<file path="src/rtl/music_pkg.sv">
// Shared types and constants for the music-box melody path: table entry layout,
// note codes (C4..B6 chromatic), sequencer states and the note divisor helper.
package music_pkg;

  localparam int CODE_W  = 6;
  localparam int DUR_W   = 4;
  localparam int ENTRY_W = CODE_W + DUR_W;

  typedef logic [CODE_W-1:0] code_t;
  typedef logic [DUR_W-1:0]  dur_t;

  typedef struct packed {
    code_t code;
    dur_t  dur;
  } entry_t;

  localparam entry_t END_MARKER = '{code: '0, dur: '0};

  localparam code_t REST = 6'd0;
  localparam code_t C4 = 6'd1,  CS4 = 6'd2,  D4 = 6'd3,  DS4 = 6'd4,  E4 = 6'd5,  F4 = 6'd6;
  localparam code_t FS4 = 6'd7, G4 = 6'd8,   GS4 = 6'd9, A4 = 6'd10,  AS4 = 6'd11, B4 = 6'd12;
  localparam code_t C5 = 6'd13, CS5 = 6'd14, D5 = 6'd15, DS5 = 6'd16, E5 = 6'd17, F5 = 6'd18;
  localparam code_t FS5 = 6'd19, G5 = 6'd20, GS5 = 6'd21, A5 = 6'd22, AS5 = 6'd23, B5 = 6'd24;
  localparam code_t C6 = 6'd25, CS6 = 6'd26, D6 = 6'd27, DS6 = 6'd28, E6 = 6'd29, F6 = 6'd30;
  localparam code_t FS6 = 6'd31, G6 = 6'd32, GS6 = 6'd33, A6 = 6'd34, AS6 = 6'd35, B6 = 6'd36;

  typedef enum logic [2:0] {ST_IDLE, ST_FETCH, ST_PLAY, ST_GAP, ST_END} state_t;

  // Equal-tempered frequencies in milli-hertz, A4 = 440 Hz.
  function automatic longint note_freq_mhz(int code);
    case (code)
      1:  return 261626;  2:  return 277183;  3:  return 293665;  4:  return 311127;
      5:  return 329628;  6:  return 349228;  7:  return 369994;  8:  return 391995;
      9:  return 415305;  10: return 440000;  11: return 466164;  12: return 493883;
      13: return 523251;  14: return 554365;  15: return 587330;  16: return 622254;
      17: return 659255;  18: return 698456;  19: return 739989;  20: return 783991;
      21: return 830609;  22: return 880000;  23: return 932328;  24: return 987767;
      25: return 1046502; 26: return 1108731; 27: return 1174659; 28: return 1244508;
      29: return 1318510; 30: return 1396913; 31: return 1479978; 32: return 1567982;
      33: return 1661219; 34: return 1760000; 35: return 1864655; 36: return 1975533;
      default: return 0;
    endcase
  endfunction

  // Rounded half period in clocks, CLK_HZ / (2 * f); 0 for rests and unused codes.
  function automatic longint half_period(longint clk_hz, int code);
    longint f;
    f = note_freq_mhz(code);
    if (f == 0) return 0;
    return (clk_hz * 1000 + f) / (2 * f);
  endfunction

endpackage

</file>
<file path="src/rtl/note_div_rom.sv">
// Combinational note code to half-period divisor lookup; every entry is folded
// to a constant at elaboration from CLK_HZ.
module note_div_rom
  import music_pkg::*;
#(
  parameter int CLK_HZ = 12_000_000,
  parameter int DIV_W  = 16
) (
  input  logic [CODE_W-1:0] note_code,
  output logic [DIV_W-1:0]  note_div
);

  logic [DIV_W-1:0] rom [2**CODE_W];

  for (genvar g = 0; g < 2**CODE_W; g++) begin : g_rom
    localparam logic [DIV_W-1:0] DIV = DIV_W'(half_period(longint'(CLK_HZ), g));
    assign rom[g] = DIV;
  end

  assign note_div = rom[note_code];

endmodule

</file>
<file path="src/rtl/melody_sequencer.sv">
// Music-box melody sequencer: walks a fixed note table and presents the tone
// generator with a half-period divisor, a gate and a per-note strobe.
module melody_sequencer
  import music_pkg::*;
#(
  parameter int CLK_HZ    = 12_000_000,
  parameter int TICK_CLKS = 1_500_000,
  parameter int GAP_CLKS  = 120_000,
  parameter int SONG_LEN  = 32,
  parameter int DIV_W     = 16
) (
  input  logic             clk,
  input  logic             rst_n,
  input  logic             start,
  input  logic             stop,
  input  logic             loop_en,
  output logic [DIV_W-1:0] note_div,
  output logic             note_gate,
  output logic             note_strobe,
  output logic             busy,
  output logic             song_done
);

  localparam int IDX_W = (SONG_LEN > 1) ? $clog2(SONG_LEN) : 1;
  localparam int CNT_W = $clog2(15 * TICK_CLKS + 1);
  localparam logic [CNT_W-1:0] GAP_END  = CNT_W'(GAP_CLKS + 1);
  localparam logic [IDX_W-1:0] LAST_IDX = IDX_W'(SONG_LEN - 1);

  if (GAP_CLKS >= TICK_CLKS) begin : g_bad_gap
    $error("melody_sequencer: GAP_CLKS must be smaller than TICK_CLKS");
  end

  state_t           state, state_next;
  logic [IDX_W-1:0] index;
  logic             wrap_pending;
  logic [CNT_W-1:0] cnt;
  entry_t           entry;
  logic [DIV_W-1:0] rom_div;
  logic             is_end;
  logic             note_done;

  always_comb begin
    entry = END_MARKER;
    case (index)
      IDX_W'(0): entry = '{code: A4,   dur: 4'd2};
      IDX_W'(1): entry = '{code: REST, dur: 4'd1};
      IDX_W'(2): entry = '{code: C5,   dur: 4'd1};
      default:   entry = END_MARKER;
    endcase
  end

  note_div_rom #(
    .CLK_HZ(CLK_HZ),
    .DIV_W (DIV_W)
  ) u_rom (
    .note_code(entry.code),
    .note_div (rom_div)
  );

  // Running off the last table slot behaves exactly like reading an end marker.
  assign is_end = wrap_pending || (entry.dur == '0);

  always_comb begin
    // NOTE: state_next gets a default before the case so no path leaves it unassigned (no latch).
    state_next = state;
    case (state)
      ST_IDLE:  if (start) state_next = ST_FETCH;
      ST_FETCH: state_next = is_end ? ST_END : ST_PLAY;
      ST_PLAY:  if (cnt == GAP_END) state_next = (GAP_CLKS == 0) ? ST_FETCH : ST_GAP;
      ST_GAP:   if (cnt == CNT_W'(1)) state_next = ST_FETCH;
      ST_END:   state_next = loop_en ? ST_FETCH : ST_IDLE;
      default:  state_next = ST_IDLE;
    endcase
    if (stop) state_next = ST_IDLE;
  end

  assign note_done = ((state == ST_PLAY) || (state == ST_GAP)) && (state_next == ST_FETCH);
  assign busy      = (state != ST_IDLE);
  assign song_done = (state == ST_END) && !loop_en && !stop;

  always_ff @(posedge clk or negedge rst_n) begin
    if (!rst_n) begin
      state        <= ST_IDLE;
      index        <= '0;
      wrap_pending <= 1'b0;
      cnt          <= '0;
      note_div     <= '0;
      note_gate    <= 1'b0;
      note_strobe  <= 1'b0;
    end else begin
      // NOTE: non-blocking assignments so every register samples pre-edge values.
      state       <= state_next;
      note_strobe <= 1'b0;
      if (stop) begin
        index        <= '0;
        wrap_pending <= 1'b0;
        cnt          <= '0;
        note_div     <= '0;
        note_gate    <= 1'b0;
      end else begin
        case (state)
          ST_FETCH: begin
            if (!is_end) begin
              // cnt holds the clocks remaining in this note, FETCH excluded.
              cnt         <= CNT_W'(entry.dur) * CNT_W'(TICK_CLKS);
              note_div    <= rom_div;
              note_gate   <= (entry.code != REST);
              note_strobe <= 1'b1;
            end
          end
          ST_PLAY: begin
            cnt <= cnt - 1'b1;
            if (cnt == GAP_END) note_gate <= 1'b0;
          end
          ST_GAP: cnt <= cnt - 1'b1;
          ST_END: begin
            index        <= '0;
            wrap_pending <= 1'b0;
            if (!loop_en) begin
              note_div  <= '0;
              note_gate <= 1'b0;
            end
          end
          default: ;
        endcase
        if (note_done) begin
          if (index == LAST_IDX) begin
            index        <= '0;
            wrap_pending <= 1'b1;
          end else begin
            index <= index + 1'b1;
          end
        end
      end
    end
  end

endmodule
</file>
<file path="config.mk">
export PLATFORM = sky130hd
export DESIGN_NAME = melody_sequencer
export DESIGN_NICKNAME = d
export VERILOG_FILES = /design/src/rtl/music_pkg.sv /design/src/rtl/note_div_rom.sv /design/src/rtl/melody_sequencer.sv
export SDC_FILE = /design/constraint.sdc
export NUM_CORES = 1
export LEC_CHECK = 0
export ABC_CLOCK_PERIOD_IN_PS = 3600
export CORE_ASPECT_RATIO = 1.1
export CORE_UTILIZATION = 35
export DETAILED_ROUTE_END_ITERATION = 16
export DONT_BUFFER_PORTS = 1
export SKIP_LAST_GASP = 1
export SLEW_MARGIN = 15
export SYNTH_ARGS = -nofsm -noshare
export SYNTH_HDL_FRONTEND = slang
export SYNTH_SLANG_ARGS = --single-unit
export TNS_END_PERCENT = 30
</file>
<file path="constraint.sdc">
create_clock -name clk -period 3.6 [get_ports clk]
set_input_delay 0.72 -clock clk [delete_from_list [all_inputs] [get_ports clk]]
set_output_delay 0.72 -clock clk [all_outputs]
set_load 0.02 [all_outputs]
</file>
==> results of run 1 <==
## power by group through the flow
| stage | clock (W) | combinational [W] | sequential (W) |
|---|---|---|---|
| 2_1_floorplan | 0 | 0.000264 | 0.000659 |
| 3_3_place_gp | 0 | 0.000318 | 0.000677 |
| 3_5_place_dp | 0 | 0.000323 | 0.000678 |
| 4_1_cts | 0.000348 | 0.000324 | 0.000667 |
| 5_1_grt | 0.000371 | 0.000360 | 0.000677 |
| 6_report | 0.000337 | 0.000327 | 0.000668 |
## cells by family after synthesis
logic type,after synthesis,synth area share
AOI/OAI and AO/OA,99,0.212
muxes,3,0.0108
adders and majority gates,17,0.0703
and+or+nand+nor,139,0.249
other,1,0.00124
DFF,50,0.414
buffers and inverters,29,0.0405
xor gates and xnor gates,1,0.00290
## layer usage
metal / global-route usage / vias up
met3: 0.0275 / 7
met5: 0 / -
met1: 0.245 / 1224
met4: 0.0434 / 0
met2: 0.265 / 69
li1: - / 1225
## flip-flops by register name (all words and copies together) (netlist names)
signal        cells
cnt              25
index             5
note_div         14
note_gate         1
note_strobe       1
state             3
wrap_pending      1
## cells in the final DEF (no fill, tap or decap), types with 3 or more instances in the layout
master | netlist | final
dfrtp_1 | 50 | 50
o21ai_0 | 40 | 40
nand2_1 | 38 | 38
nor2_1 | 30 | 30
nor3_1 | 17 | 17
ha_1 | 17 | 17
inv_1 | 13 | 13
a21oi_1 | 12 | 12
o31ai_1 | 8 | 8
nand3_1 | 8 | 8
nor4_1 | 7 | 7
o2bb2ai_1 | 7 | 7
a22o_1 | 6 | 6
nor2b_1 | 5 | 5
or3_1 | 5 | 5
clkbuf_8 | 0 | 5
nor3b_1 | 4 | 4
nand4_1 | 4 | 4
buf_4 | 2 | 4
nor4_4 | 3 | 3
o21ai_1 | 3 | 3
a31oi_1 | 3 | 3
nand2b_1 | 3 | 3
a32o_1 | 3 | 3
## cell type report
type                    count  area, um2  area share
repair buffers              4       30.0     0.00933
inverters                  13       48.8      0.0152
flip-flops and latches     50       1250       0.389
well taps                 111        139      0.0432
clock inverters             3       21.3     0.00661
multi-input cells         260       1660       0.515
clock buffers               5       68.8      0.0214
## how the worst min path moves through the flow
stage          cells past startpoint                     to
3_5_place_dp                       0     cnt[5]$_DFFE_PN0P_
2_1_floorplan                      0     cnt[0]$_DFFE_PN0P_
6_report                           0     cnt[8]$_DFFE_PN0P_
4_1_cts                            0  note_gate$_DFFE_PN0P_
3_3_place_gp                       0     cnt[4]$_DFFE_PN0P_
5_1_grt                            0  note_gate$_DFFE_PN0P_
## through the flow
step | utilization | power [W] | worst slack [ns] | hold WS [ns]
after global routing | 0.385 | 0.00141 | 0.328 | 0.0742
final | 0.385 | 0.00133 | 0.544 | 0.0915
after global placement | 0.374 | 0.000996 | 0.742 | 0.425
after detailed placement | 0.374 | 0.00100 | 0.618 | 0.425
after CTS | 0.385 | 0.00134 | 0.596 | 0.0816
after floorplan | - | 0.000923 | 1.00 | 0.424
==> summary.md, run 1 <==
| Metric | Value |
|---|---|
| Critical path, cell by cell | `nor3_1 > o21ai_0 > ha_1 > or3b_1 > a21boi_1 > o21ai_2 > o21ai_0 > o2bb2ai_1` |
| Syn Nets | `361` |
| Hold Vio Cnt, Final | `0` |
| Worst r2r dst | `cnt[7]$_DFFE_PN0P_` |
| Reg2Reg Launch Point | `index[2]$_DFFE_PN0P_` |
| Share of cells above drive strength 1 | `0.0806` |
| Cell area power density | `414 nW/um2` |
| CTS tree | `done` |
| First-pass GRT wire length | `12400 um` |
| Die area | `9020 um2` |
| Yosys warns | `0` |
| Vias per cell | `5.66` |
| Crit. End Element | `register` |
| Flops & latches, synth | `50` |
| Clock share of power | `0.253` |
| Tmin final | `3.06 ns` |
| Layout fillers | `833` |
| Setup Skew | `0.0138 ns` |
| Total of max-cap violations | `0` |
| Routed Antenna Nets | `0` |
| Synth Instances | `339` |
| Comb power frac | `0.245` |
| Final net count | `356` |
| Area leader, netlist | `dfrtp_1` |
| Drt drc | `0` |
| DRT met1 WL | `3460 um` |
| CTS Root Cell | `clkbuf_8` |
| Clk_lat worst skew | `0.31 ns` |
| RSZ-0062 raised after global routing | `no` |
| Num ports | `25` |
| Wire per inst | `16.3 um` |
| Min-delay worst type | `input port to asynchronous set/reset pin` |
| Slew @ Worst Pin | `0.983 ns` |
| Setup CP Type | `register to register` |
| CP Data Required Time | `3.82 ns` |
| Post-synthesis average cell area | `8.92 um2` |
| Fin cells | `446` |
| Asr flop ratio synth | `1.00` |
| Synthesized cell area | `3030 um2` |
| Reg2reg path depth | `8` |
| TritonRoute pass-1 iters | `4` |
| Pleak | `1.45 nW` |
| Synth top cells by count | `dfrtp_1, o21ai_0, nand2_1, nor2_1` |
| Antenna diode count | `0` |
| Cell depth of the worst setup path | `8` |
| Most frequent cell after synthesis | `dfrtp_1` |
| Crit-path max cell delay | `0.57 ns` |
| Placed insts | `438` |
| Die height | `99.5 um` |
| Final instance area | `3220 um2` |
| Setup crit start kind | `register` |
| Cell Area, Placed | `3130 um2` |
| Clock Tree Buf Depth | `2` |
| Starting density of the core | `0.362` |
| Core area | `8360 um2` |
| Total CTS buffers | `5` |
| Drt initial violations | `146` |
| Clk sinks | `50` |
| Status | `finished, final reports clean` |
| FMAX | `327 MHz` |
| Setup bufs post-CTS | `0` |
| Synth cell types | `55` |
| Post-synth top area share | `0.414` |
| Initial antenna violation count | `0` |
| Routed wire length | `7250 um` |
| Max FO, Critical Path | `9` |
| Most frequent CP cell | `o21ai_0` |
| Worst setup path startpoint | `index[2]$_DFFE_PN0P_` |
| Worst Setup EP | `cnt[7]$_DFFE_PN0P_` |
| Top cells by area, synth | `dfrtp_1, ha_1, o21ai_0, nand2_1, nor2_1` |
| Via count | `2525` |
| Reg-to-reg slack, setup | `0.54 ns` |
| Fin Setup TNS | `0 ns` |
| Total track usage | `0.170` |
| Slowest cell on crit path | `a21boi_1` |
| Crit path max-delay family | `compound AO/OA/AOI/OAI gates` |
| Largest net degree at the start of global routing | `51` |
| Metal2 WL | `3340 um` |
| Final Max Slew Viols | `0` |
| Setup violators final | `0` |
| Reg clk slew, reported paths | `0.11 ns` |
| Post-synth EDFFs | `0` |
| Port Buffers | `0` |
| CTS Hold Bufs | `0` |
| Max transition margin | `0.345` |
| Uppermost layer routed | `met4` |
| H-tree Lvls | `2` |
| Peak VDD IR | `0.176 mV` |
| Seq/Total Area, Yosys | `0.414` |
| HPWL Detailed | `5170 um` |
| Vias in the first global route | `2383` |
| Post-CTS Resized | `0` |
| P_int | `0.000852 W` |
| Switch Pwr | `0.000480 W` |
| Die width | `90.6 um` |
| Rows | `35` |
| Crit path buffers/inverters | `0` |
| RePlAce Congestion | `0.892` |
| P&R area growth vs syn | `6.33%` |
| Met3 wire length | `361 um` |
| Final worst-path cycle share | `0.849` |
| Flop pwr share | `0.502` |
| Synth Flop Type | `dfrtp_1` |
| Crit path DAT | `3.28 ns` |
| Sw Share | `0.360` |
| Remaining Overflow, GRT | `0` |
Power figures use the tool's default switching activity.
==> run 2: changes to the inputs <==
--- a/config.mk
+++ b/config.mk
@@ -5,7 +5,8 @@
 export SDC_FILE = /design/constraint.sdc
 export NUM_CORES = 1
 export LEC_CHECK = 0
-export ABC_CLOCK_PERIOD_IN_PS = 3600
+export ABC_AREA = 1
+export ABC_CLOCK_PERIOD_IN_PS = 2600
 export CORE_ASPECT_RATIO = 1.1
 export CORE_UTILIZATION = 35
 export DETAILED_ROUTE_END_ITERATION = 16
==> constraint.sdc (replaced) <==
create_clock -name clk -period 2.6 [get_ports clk]
set_input_delay 0.52 -clock clk [delete_from_list [all_inputs] [get_ports clk]]
set_output_delay 0.52 -clock clk [all_outputs]
set_load 0.02 [all_outputs]
==> summary.md, run 2 <==
| Metric | Value |
|---|---|
| Status | `finished, final reports clean` |
| Fin Setup TNS | `0 ns (unchanged)` |
| Die width | `92.4 um (+1.9%)` |
| Clock share of power | `0.238 (-0.015)` |
| Clk sinks | `50 (unchanged)` |
| Num ports | `25 (unchanged)` |
| Yosys warns | `0 (unchanged)` |
| Largest net degree at the start of global routing | `51 (unchanged)` |
| Worst r2r dst | `cnt[11]$_DFFE_PN0P_` |
| Slowest cell on crit path | `dfrtp_1` |
| Final worst-path cycle share | `0.881 (+0.0320)` |
| Final instance area | `3390 um2 (+5.5%)` |
| Most frequent cell after synthesis | `nand2_1` |
| Crit-path max cell delay | `0.44 ns (-0.13 ns)` |
| Final Max Slew Viols | `0 (unchanged)` |
| Slew @ Worst Pin | `0.713 ns (-0.270 ns)` |
| Share of cells above drive strength 1 | `0.131 (+0.0502)` |
| Die height | `101 um (+1.9%)` |
| Setup Skew | `0.00619 ns (-0.00764 ns)` |
| Reg-to-reg slack, setup | `0.31 ns (-0.23 ns)` |
| Synth Flop Type | `dfrtp_1` |
| Wire per inst | `14.0 um (-14%)` |
| Post-synthesis average cell area | `7.71 um2 (-14%)` |
| Clock Tree Buf Depth | `2 (unchanged)` |
| Worst Setup EP | `cnt[11]$_DFFE_PN0P_` |
| Routed wire length | `7330 um (+1.1%)` |
| Post-synth top area share | `0.398 (-0.0158)` |
| Max reg flops | `25 (unchanged)` |
| Max FO, Critical Path | `5 (-4)` |
| Reg2Reg Launch Point | `index[0]$_DFFE_PN0P_` |
| Via count | `2620 (+3.8%)` |
| Drt drc | `0 (unchanged)` |
| Mux contribution to synthesized area | `0 (-0.0108)` |
| Setup CP Type | `register to register` |
| Peak VDD IR | `0.326 mV (+85%)` |
| Total power | `0.00212 W (+59%)` |
| P&R area growth vs syn | `7.88%` |
| Util after Layout | `0.397 (+0.0128)` |
| Total of max-cap violations | `0 (unchanged)` |
| Flop pwr share | `0.443 (-0.059)` |
| Biggest regs | `cnt: 25 flops, note_div: 14 flops, index: 5 flops` |
| Adder-cell area share of the yosys netlist | `0.0676 (-0.00268)` |
| Starting density of the core | `0.368 (+0.00665)` |
| Cell depth of the worst setup path | `13 (+5)` |
| Crit path buffers/inverters | `2 (+2)` |
| H-tree Lvls | `2 (unchanged)` |
| Comb power frac | `0.319 (+0.074)` |
| Tmin final | `2.29 ns (-0.766 ns)` |
| Vias in the first global route | `2682 (+13%)` |
| Hold slack | `0.0452 ns (-0.0462 ns)` |
| Core area | `8540 um2 (+2.1%)` |
| Setup violators final | `0 (unchanged)` |
| Vias per cell | `5.00 (-12%)` |
| Largest Register | `cnt` |
| Pleak | `1.69 nW (+17%)` |
| Remaining Overflow, GRT | `0 (unchanged)` |
| Crit path DAT | `2.52 ns (-0.76 ns)` |
| CP Data Required Time | `2.83 ns (-0.99 ns)` |
| Switch Pwr | `0.000859 W (+79%)` |
| Total track usage | `0.169 (-0.000807)` |
| Synth cell types | `37 (-33%)` |
| RePlAce Congestion | `0.825 (-7.4%)` |
| Antenna diode count | `0 (unchanged)` |
| Cell area power density | `624 nW/um2 (+51%)` |
| HPWL Detailed | `5320 um (+2.8%)` |
| Min-delay worst type | `input port to asynchronous set/reset pin` |
| Seq/Total Area, Yosys | `0.398 (-0.0158)` |
| Cell Area, Placed | `3250 um2 (+4.0%)` |
| Final net count | `434 (+22%)` |
| Simple-gate portion of the synthesized area | `0.289 (+0.0398)` |
| Area leader, netlist | `dfrtp_1` |
| TritonRoute pass-1 iters | `4 (unchanged)` |
| Compound-Gate Fraction of Synth Area | `0.140 (-0.0721)` |
| Reg2reg path depth | `13 (+5)` |
| Synth top cells by count | `nand2_1, dfrtp_1, inv_1, nor2_1, nand3_1` |
| First-pass GRT wire length | `12600 um (+1.2%)` |
| Clk_lat worst skew | `0.31 ns (about the same)` |
| FMAX | `437 MHz (+33%)` |
| CTS Root Cell | `clkbuf_8` |
| Crit. End Element | `register` |
| Setup crit start kind | `register` |
| Flops & latches, synth | `50 (unchanged)` |
| Asr flop ratio synth | `1.00 (unchanged)` |
| Max transition margin | `0.525 (+0.180)` |
| Initial antenna violation count | `0 (unchanged)` |
| RSZ-0062 raised after global routing | `yes` |
| Reg clk slew, reported paths | `0.11 ns (about the same)` |
| CTS tree | `done` |
| Commonest cells after routing, fill and taps aside | `nand2_1, dfrtp_1, inv_1` |
| Post-synth EDFFs | `0 (unchanged)` |
| Synth Instances | `408 (+20%)` |
| Total CTS buffers | `5 (unchanged)` |
| Die area | `9370 um2 (+3.9%)` |
| P_int | `0.00126 W (+48%)` |
| Rows | `35 (unchanged)` |
| Xor-xnor portion of the synthesized cell area | `0.0223 (+0.0194)` |
| Syn Nets | `430 (+19%)` |
| Sw Share | `0.405 (+0.0451)` |
| Crit path max-delay family | `simple AND/OR/NAND/NOR gates` |
| Hold Vio Cnt, Final | `0 (unchanged)` |
| Most frequent CP cell | `nor2_1` |
| Most common cell after layout, fill and taps aside | `nand2_1` |
| Setup bufs post-CTS | `0 (unchanged)` |
| Critical path, cell by cell | `inv_1 > ha_1 > inv_1 > nor2_1 > a31oi_2 > ha_1 > nor2_1 > nand3_1 > nand2_2 > nand2_2 > nor2_1 > o21ai_0 > o21ai_0` |
| Synthesized cell area | `3150 um2 (+4.0%)` |
| Routed Antenna Nets | `0 (unchanged)` |
| Port Buffers | `0 (unchanged)` |
| Worst setup path startpoint | `index[0]$_DFFE_PN0P_` |
| Main combinational cell family by area after synthesis | `simple AND/OR/NAND/NOR gates` |
| Drt initial violations | `119 (-18%)` |
| Top cells by area, synth | `dfrtp_1, nand2_1, ha_1, inv_1, nand3_1` |
[run 2: changes by cell type in the layout (fill, tap and decap cells not counted), sizes merged, moves of 10 or more]
cell,previous run,this run
inv,13,58
nand2,39,99
nand3,8,34
nor2,30,51
nor3,18,6
nor4,11,1
[run 2: layout make-up]
class                           instances  area [um2]
Clock buffer                            5        68.8
Clock inverter                          3        28.8
Fill cell                             872        5150
Inverter                               56         213
Multi-Input combinational cell        296        1650
Sequential cell                        50        1250
Tap cell                              111         139
Timing Repair Buffer                    3        42.5
[run 2: kinds of logic (layout without fill, tap and decap cells)]
group,after synthesis,after routing
AOI/OAI and AO/OA,74,74
buffers and inverters,62,67
adders and majority gates,17,17
xor gates and xnor gates,8,8
and+or+nand+nor,196,196
other,1,1
DFF,50,50
[run 2: power groups by stage]
stage	Sequential (W)	Combinational (W)	Clock [W]
after global routing	0.000951	0.000772	0.000543
after global placement	0.000954	0.000638	0
after floorplan	0.000935	0.000534	0
after detailed placement	0.000954	0.000647	0
final	0.000939	0.000676	0.000504
after CTS	0.000939	0.000673	0.000524
[run 2: metrics by stage]
stage,setup slack (ns),instances
2_1_floorplan,0.263,408
6_report,0.309,524
5_1_grt,-0.0413,524
3_3_place_gp,0.256,515
4_1_cts,0.195,524
3_5_place_dp,0.219,515
[run 2: how the worst min path moves through the flow]
stage	depth (start not counted)	startpoint	endpoint	slack, ns
after global placement	0	rst_n	cnt[22]$_DFFE_PN0P_	0.23
after detailed placement	0	rst_n	cnt[23]$_DFFE_PN0P_	0.23
after global routing	1	rst_n	index[0]$_DFFE_PN0P_	0.05
after CTS	1	rst_n	cnt[23]$_DFFE_PN0P_	0.05
after floorplan	0	rst_n	cnt[0]$_DFFE_PN0P_	0.22
final	1	rst_n	cnt[22]$_DFFE_PN0P_	0.05
[run 2: timing repair]
| item | 4_1_cts | 5_1_grt |
|---|---|---|
| endpoints found under the setup margin | 0 | 33 |
| endpoints found under the hold margin | 50 | 0 |
| hold buffers | 1 | 0 |
| gates resized for setup | 0 | 4 |
[run 2: per-layer routing]
layer / global-route usage / wire length (um)
met1: 0.201 / 3290
met2: 0.304 / 3690
met3: 0.0413 / 287
met4: 0.0457 / 63
met5: 0 / 0
==> run 3: changes to the inputs <==
==> constraint.sdc (replaced) <==
create_clock -name clk -period 2.6 [get_ports clk]
set_input_delay 0.52 -clock clk [delete_from_list [all_inputs] [get_ports clk]]
set_output_delay 0.52 -clock clk [all_outputs]
set_load 0.05 [all_outputs]
==> summary.md, run 3 (synthesis gave the netlist of run 2 again) <==
| Metric | Value |
|---|---|
| Status | `finished, final reports clean` |
| TritonRoute pass-1 iters | `4 (unchanged)` |
| Multi-input logic area | `1650 um2 (-0.15%)` |
| Final instance area | `3400 um2 (+0.15%)` |
| Total of max-cap violations | `0 (unchanged)` |
| Total CTS buffers | `5 (unchanged)` |
| Sw Share | `0.413 (+0.00819)` |
| Most common cell after layout, fill and taps aside | `nand2_1` |
| Setup crit start kind | `register` |
| Hold Vio Cnt, Final | `0 (unchanged)` |
| Pleak | `1.70 nW (+0.21%)` |
| Crit. End Element | `register` |
| Routed Antenna Nets | `0 (unchanged)` |
| P&R area growth vs syn | `8.04%` |
| Clk_lat worst skew | `0.31 ns (about the same)` |
| Initial antenna violation count | `0 (unchanged)` |
| Rows | `35 (unchanged)` |
| Min-delay worst type | `input port to asynchronous set/reset pin` |
| Via count | `2621 (+0.038%)` |
| Cell Area, Placed | `3270 um2 (+0.46%)` |
| Tmin final | `2.34 ns (+0.0511 ns)` |
| Setup CP Type | `register to register` |
| Reg clk slew, reported paths | `0.10 ns (about the same)` |
| Biggest regs | `cnt: 25 flops, note_div: 14 flops, index: 5 flops` |
| Clk sinks | `50 (unchanged)` |
| Slew @ Worst Pin | `0.901 ns (+0.188 ns)` |
| Total track usage | `0.166 (-0.00344)` |
| Core area | `8540 um2 (unchanged)` |
| FF+latch area | `1250 um2 (unchanged)` |
| Switch Pwr | `0.000879 W (+2.4%)` |
| Final Max Slew Viols | `0 (unchanged)` |
| Flop pwr share | `0.459 (+0.016)` |
| Fin Setup TNS | `0 ns (unchanged)` |
| Commonest cells after routing, fill and taps aside | `nand2_1, dfrtp_1, inv_1` |
| Vias in the first global route | `2594 (-3.3%)` |
| Share of cells above drive strength 1 | `0.133 (+0.00178)` |
| Max reg flops | `25 (unchanged)` |
| Layout fillers | `885 (+1.5%)` |
| Drt drc | `0 (unchanged)` |
| Die height | `101 um (unchanged)` |
| Gr busiest metal | `met2` |
| Clock share of power | `0.224 (-0.014)` |
| Total power | `0.00213 W (+0.33%)` |
| CTS Root Cell | `clkbuf_8` |
| Reg-to-reg slack, setup | `0.26 ns (-0.05 ns)` |
| Max FO, Critical Path | `6 (+1)` |
| Fin cells | `526 (+0.38%)` |
| Final net count | `436 (+0.46%)` |
| Largest net degree at the start of global routing | `51 (unchanged)` |
| Largest Register | `cnt` |
| Met3 layer usage reported by global route | `0.0360 (-0.00526)` |
| Setup bufs post-CTS | `0 (unchanged)` |
| Met2 Usage GRT | `0.291 (-0.0131)` |
| Cell area power density | `626 nW/um2 (+0.19%)` |
| Port Buffers | `0 (unchanged)` |
| Setup violators final | `0 (unchanged)` |
| Antenna diode count | `0 (unchanged)` |
| H-tree Lvls | `2 (unchanged)` |
| HPWL Detailed | `5270 um (-0.98%)` |
| CP Data Required Time | `2.82 ns (about the same)` |
| CTS tree | `done` |
| Setup Skew | `0.0108 ns (+0.00458 ns)` |
| Routed wire length | `7170 um (-2.2%)` |
| Num ports | `25 (unchanged)` |
| Remaining Overflow, GRT | `0 (unchanged)` |
| P_int | `0.00125 W (-1.0%)` |
| Crit path DAT | `2.56 ns (+0.04 ns)` |
| Fin worst setup slack | `0.258 ns (-0.0511 ns)` |
| Clock Tree Buf Depth | `2 (unchanged)` |
| Placed insts | `517 (+0.39%)` |
| FMAX | `427 MHz (-2.2%)` |
| RSZ-0062 raised after global routing | `no` |
| RePlAce Congestion | `0.816 (-1.1%)` |
| Starting density of the core | `0.368 (unchanged)` |
| Die width | `92.4 um (unchanged)` |
| Vias per cell | `4.98 (-0.34%)` |
| Die area | `9370 um2 (unchanged)` |
| Wire per inst | `13.6 um (-2.6%)` |
| Max transition margin | `0.400 (-0.125)` |
| Peak VDD IR | `0.302 mV (-7.4%)` |
| First-pass GRT wire length | `12400 um (-1.2%)` |
| Post-place setup slack | `0.238 ns (+0.0189 ns)` |
| Comb power frac | `0.317 (-0.002)` |
| Drt initial violations | `116 (-2.5%)` |
| Met1 global-route usage | `0.208 (+0.00672)` |
| Final worst-path cycle share | `0.901 (+0.0197)` |
run 3: changes by cell type in the layout (fill, tap and decap cells not counted), sizes merged:
cell / before / now
buf: 3 / 5
clkinv: 1 / 2
clkinvlp: 0 / 1
inv: 58 / 56
run 3: final cells by class:
type / instances / area share
sequential: 50 / 0.368
clock buffer: 5 / 0.0203
inverter: 56 / 0.0626
timing repair buffer: 5 / 0.0169
multi-input combinational: 296 / 0.485
tap: 111 / 0.0409
clock inverter: 3 / 0.00626
run 3: path summary, 6_finish.rpt:
path | start | to | depth (start not counted)
setup / recovery | index[0]$_DFFE_PN0P_ | note_div[1]$_DFFE_PN0P_ | 11
hold / removal | rst_n | cnt[2]$_DFFE_PN0P_ | 1
setup reg to reg | index[0]$_DFFE_PN0P_ | note_div[1]$_DFFE_PN0P_ | 11
hold reg to reg | wrap_pending$_DFF_PN0_ | wrap_pending$_DFF_PN0_ | 2
max in group asynchronous | rst_n | cnt[10]$_DFFE_PN0P_ | 1
min in group clk | stop | state[2]$_DFF_PN0_ | 1
run 3: routing by layer:
metal	up-vias	wire [um]
li1	1344	-
met1	1241	3200
met2	32	3650
met3	4	271
met4	0	51
met5	-	0
run 3: power groups by stage:
| stage | combinational (W) | sequential (W) | clock, W |
|---|---|---|---|
| after floorplan | 0.000542 | 0.000969 | 0 |
| after global placement | 0.000644 | 0.000989 | 0 |
| after detailed placement | 0.000653 | 0.000991 | 0 |
| after CTS | 0.000677 | 0.000975 | 0.000490 |
| after global routing | 0.000770 | 0.000988 | 0.000517 |
| final | 0.000674 | 0.000976 | 0.000476 |
run 3: through the flow:
step	util	hold WS (ns)
3_5_place_dp	0.383	0.226
4_1_cts	0.396	0.0646
6_report	0.398	0.0557
5_1_grt	0.398	0.0651
2_1_floorplan	-	0.224
3_3_place_gp	0.383	0.226
run 3: worst max-delay path, cell delays in order (launching register included):
cell     delay (ns)
dfrtp_1        0.43
inv_1          0.11
ha_1           0.15
inv_1          0.05
nor2_1         0.17
a31oi_2        0.09
ha_1           0.24
nor2_1         0.39
ha_1           0.33
inv_1          0.07
o21ai_0        0.07
o21ai_0        0.16
run 3: timing repair:
item | CTS | global route
endpoints found under the setup margin | 0 | 5
gates resized for setup | 0 | 3
hold buffers | 1 | 0
hold endpoints to repair | 50 | 0
